--- src/rtl/debug_snapshot_serializer.sv ---
// Captures a wide debug vector in one cycle and streams it out byte by byte
// over a valid/ready interface, with abort and completion signalling.
//
//   state | meaning
//   IDLE  | waiting for i_start; o_byte_cnt keeps the last stream's count
//   SEND  | presenting one byte per transfer from the capture shift register
//   DONE  | one-cycle o_done pulse after the last byte has transferred
module debug_snapshot_serializer #(
    parameter int NB_DATA   = 341,
    parameter bit MSB_FIRST = 1'b1,
    parameter int NB_CNT    = 6
) (
    input  logic               i_clk,
    input  logic               i_reset,
    input  logic               i_start,
    input  logic               i_abort,
    input  logic [NB_DATA-1:0] i_data,
    input  logic               i_tx_ready,
    output logic [7:0]         o_tx_data,
    output logic               o_tx_valid,
    output logic               o_busy,
    output logic               o_done,
    output logic [NB_CNT-1:0]  o_byte_cnt
);

    localparam int N_BYTES = (NB_DATA + 7) / 8;
    localparam int NB_SR   = N_BYTES * 8;

    typedef enum logic [1:0] {
        IDLE = 2'd0,
        SEND = 2'd1,
        DONE = 2'd2
    } state_t;

    state_t             state, state_nxt;
    logic [NB_SR-1:0]   sr, sr_nxt, sr_load;
    logic [NB_CNT-1:0]  cnt, cnt_nxt;
    logic               last_byte;

    // Zero-extend the capture so the padding bits are always 0.
    always_comb begin
        sr_load                = '0;
        sr_load[NB_DATA-1:0]   = i_data;
    end

    assign last_byte = (cnt == NB_CNT'(N_BYTES - 1));

    always_ff @(posedge i_clk or posedge i_reset) begin
        if (i_reset) begin
            state <= IDLE;
            sr    <= '0;
            cnt   <= '0;
        end else begin
            state <= state_nxt;
            sr    <= sr_nxt;
            cnt   <= cnt_nxt;
        end
    end

    always_comb begin
        state_nxt = state;
        sr_nxt    = sr;
        cnt_nxt   = cnt;
        case (state)
            IDLE: begin
                if (i_start && !i_abort) begin
                    state_nxt = SEND;
                    sr_nxt    = sr_load;
                    cnt_nxt   = '0;
                end
            end
            SEND: begin
                // Abort takes priority, even over the final transfer.
                if (i_abort) begin
                    state_nxt = IDLE;
                end else if (i_tx_ready) begin
                    sr_nxt  = MSB_FIRST ? (sr << 8) : (sr >> 8);
                    cnt_nxt = cnt + NB_CNT'(1);
                    if (last_byte) begin
                        state_nxt = DONE;
                    end
                end
            end
            DONE: begin
                state_nxt = IDLE;
            end
            default: begin
                state_nxt = IDLE;
            end
        endcase
    end

    generate
        if (MSB_FIRST) begin : g_msb
            assign o_tx_data = sr[NB_SR-1 -: 8];
        end else begin : g_lsb
            assign o_tx_data = sr[7:0];
        end
    endgenerate

    assign o_tx_valid = (state == SEND);
    assign o_busy     = (state != IDLE);
    assign o_done     = (state == DONE);
    assign o_byte_cnt = cnt;

endmodule
--- config.mk ---
export PLATFORM = sky130hd
export DESIGN_NAME = debug_snapshot_serializer
export DESIGN_NICKNAME = d
export VERILOG_FILES = /design/src/rtl/debug_snapshot_serializer.sv
export SDC_FILE = /design/constraint.sdc
export NUM_CORES = 1
export LEC_CHECK = 0
export BUFFER_PORTS_ARGS = -buffer_cell sky130_fd_sc_hd__buf_2
export CORE_ASPECT_RATIO = 0.75
export CORE_MARGIN = 1.5
export CORE_UTILIZATION = 30
export DETAILED_ROUTE_END_ITERATION = 12
export SKIP_CTS_REPAIR_TIMING = 1
export SYNTH_ARGS = -nofsm -noshare
export SYNTH_HDL_FRONTEND = slang
export SYNTH_SLANG_ARGS = --single-unit
--- constraint.sdc ---
create_clock -name i_clk -period 17.5 [get_ports i_clk]
set_clock_uncertainty 0.1 [all_clocks]
set_input_delay 1.75 -clock i_clk [delete_from_list [all_inputs] [get_ports i_clk]]
set_output_delay 1.75 -clock i_clk [all_outputs]
set_load 0.01 [all_outputs]
==> run metrics <==
Setup crit end kind=register; # fillers=5704; startpoint types=primary input; # rows=74; via count=15300; normalized max-slew margin=25.09%; number of cells on the worst reg-to-reg path=4; total power=2.574 mW; hold depth=1; Syn Nets=2281; final setup violation count=0; critical path startpoint=i_abort; area growth from synthesis to layout=19.64%; # port buffers=362; Yosys top cell area share=53.43%; status=complete, no violations; RePlAce Congestion=0.8523; sequential-to-total area share from yosys stat=53.43%; synthesized flop and latch total=352; Power Dens Cells=130.5 nW/um^2; Arrival @ worst endpoint=4.54 ns; grt ovf=0; Pins Over Slew Limit=0; kind of critical path=in2reg; largest net degree at the start of global routing=198; fmax=233.1 MHz; worst vdd ir=61.72 uV; Yosys warnings=0; drc violations=0; Iter 0 DRT Violations=1594; Lkg Pwr=8.651 nW; total CTS buffers=39; Die H=206.0 um; initial antenna violation count=13; Area contributors post-synth=dfrtp_1, nand2_1, a31oi_1; area leader, netlist=dfrtp_1; EDFF count, synth=0; DP Cell Count=2836; Hold Crit Start=sr[7]; Post-DP HPWL=33.04 mm; min cycle time layout=4.290 ns; WL per Instance=18.05 um; Final TNS setup=0 ns; CTS H-tree depth=2; CTS tree=yes; vias in the first global route=14710; CP required=17.75 ns; die area=56380 sq um; Final #Nets=2503; CTS clk-pin slew, worst paths=0.06 ns; drt total wl=52.69 mm; Pre-antenna DRT Iters=7; Sinks on Clock Net=352; Die Span X=273.7 um; crit path max fanout=146; core area=54350 sq um; Initial Utilization=30.33%; I/O pins=363; Synth Instances=1933; Total GRT Usage=18.12%; layout cell share with drive strength beyond 1=20.49%; max-cap violations=0; fraction of registers with async set/reset=100.0%; Finished Layout Cells=2919; Clock Path Buffers=3; Final Hold Viols=0; clock root cell=clkbuf_16; Worst-Margin Slew=1.124 ns; DR vias/cell=5.240; Final period util=24.51%; syn_area_per_cell=8.528 sq um; Cell Area, Synth=16480 sq um; r2r startpoint=state[1]; RSZ-0062 raised after global routing=no; Hold/Removal Path Class=reg2reg; post-detailed-route count of antenna-violating nets=0; worst-skew pair later-pin latency=0.56 ns; post-synthesis cell type count=31; Post-synth top flop=dfrtp_1; first-pass GRT wire length=82.10 mm
-- final timing paths --
kind	end	slack, ns
min	sr[7]	0.40
max in group asynchronous	sr[41]	14.53
min reg2reg	sr[7]	0.40
max reg2reg	sr[252]	13.99
max	sr[252]	13.21
min in group asynchronous	sr[177]	1.23
-- placed cells by master, fill, tap and decap left out, drive strengths merged, types with 2 or more instances in the layout --
master	n
nand2	674
buf	378
dfrtp	352
nor3	334
a31oi	333
clkbuf	54
diode	15
a22o	10
clkinv	6
nand3	5
bufinv	4
inv	4
o21ai	3
clkinvlp	3
nor2	2
mux2i	2
ha	2
nand2b	2
nor4bb	2
-- sequential cells by signal, indices dropped and copies added, names as in the netlist --
register    flops
state           2
o_byte_cnt      6
sr            344
-- synthesized netlist by cell type (all sizes together) (2+ instances only) --
cell type	count
nand3	5
nor3	334
mux2i	2
nor4bb	2
a22o	10
dfrtp	352
nand2	674
o21ai	3
buf	120
inv	3
a31oi	333
ha	2
clkbuf	77
nand2b	2
nor2	2
-- logic make-up after synthesis --
group / share of synthesized area [%]
mux: 0.1214
simple gates: 26.31
flops: 53.43
buf+inv: 6.512
compound gates: 13.47
fa+ha+maj: 0.1518
-- critical path, stage by stage --
cell and delay [ns]:
buf_2 0.15, or4b_1 0.70, nand2_8 0.71, buf_4 0.85, a31oi_1 0.20
-- routing by layer --
layer  share of wire, %  vias up  global-route usage [%]
met1                 46     7497                   26.26
met4                2.6        0                   5.998
met2                 45      518                   27.16
met5                  0        -                       0
li1                   -     7202                       -
met3                6.6       78                   3.230
-- area by class of cell --
cell class	count	area (sq um)	area share, %
Clock inverter	14	200.2	1.015
Antenna cell	15	37.54	0.1903
Clock buffer	54	1134	5.748
Inverter	3	26.28	0.1332
Timing Repair Buffer	378	1969	9.986
Sequential cell	352	8808	44.66
Tap cell	722	903.4	4.581
Multi-Input combinational cell	1381	6643	33.68
-- through the flow --
stage	utilization (%)	area [sq um]	hold slack (ns)	setup slack, ns
after floorplan	-	16480	0.3657	5.886
after global placement	33.76	18350	0.3901	12.78
after detailed placement	33.76	18350	0.3908	12.68
after CTS	36.22	19680	0.4045	13.27
after global routing	36.27	19710	0.4225	13.03
final	36.29	19720	0.4046	13.21
-- power by group --
| group | internal (mW) | leakage, nW | switching, mW |
|---|---|---|---|
| Sequential | 1.04 | 3.93 | 0.138 |
| Combinational | 0.227 | 4.07 | 0.307 |
| Clock | 0.514 | 0.646 | 0.352 |
| Total | 1.78 | 8.65 | 0.797 |
Power figures use the tool's default switching activity.
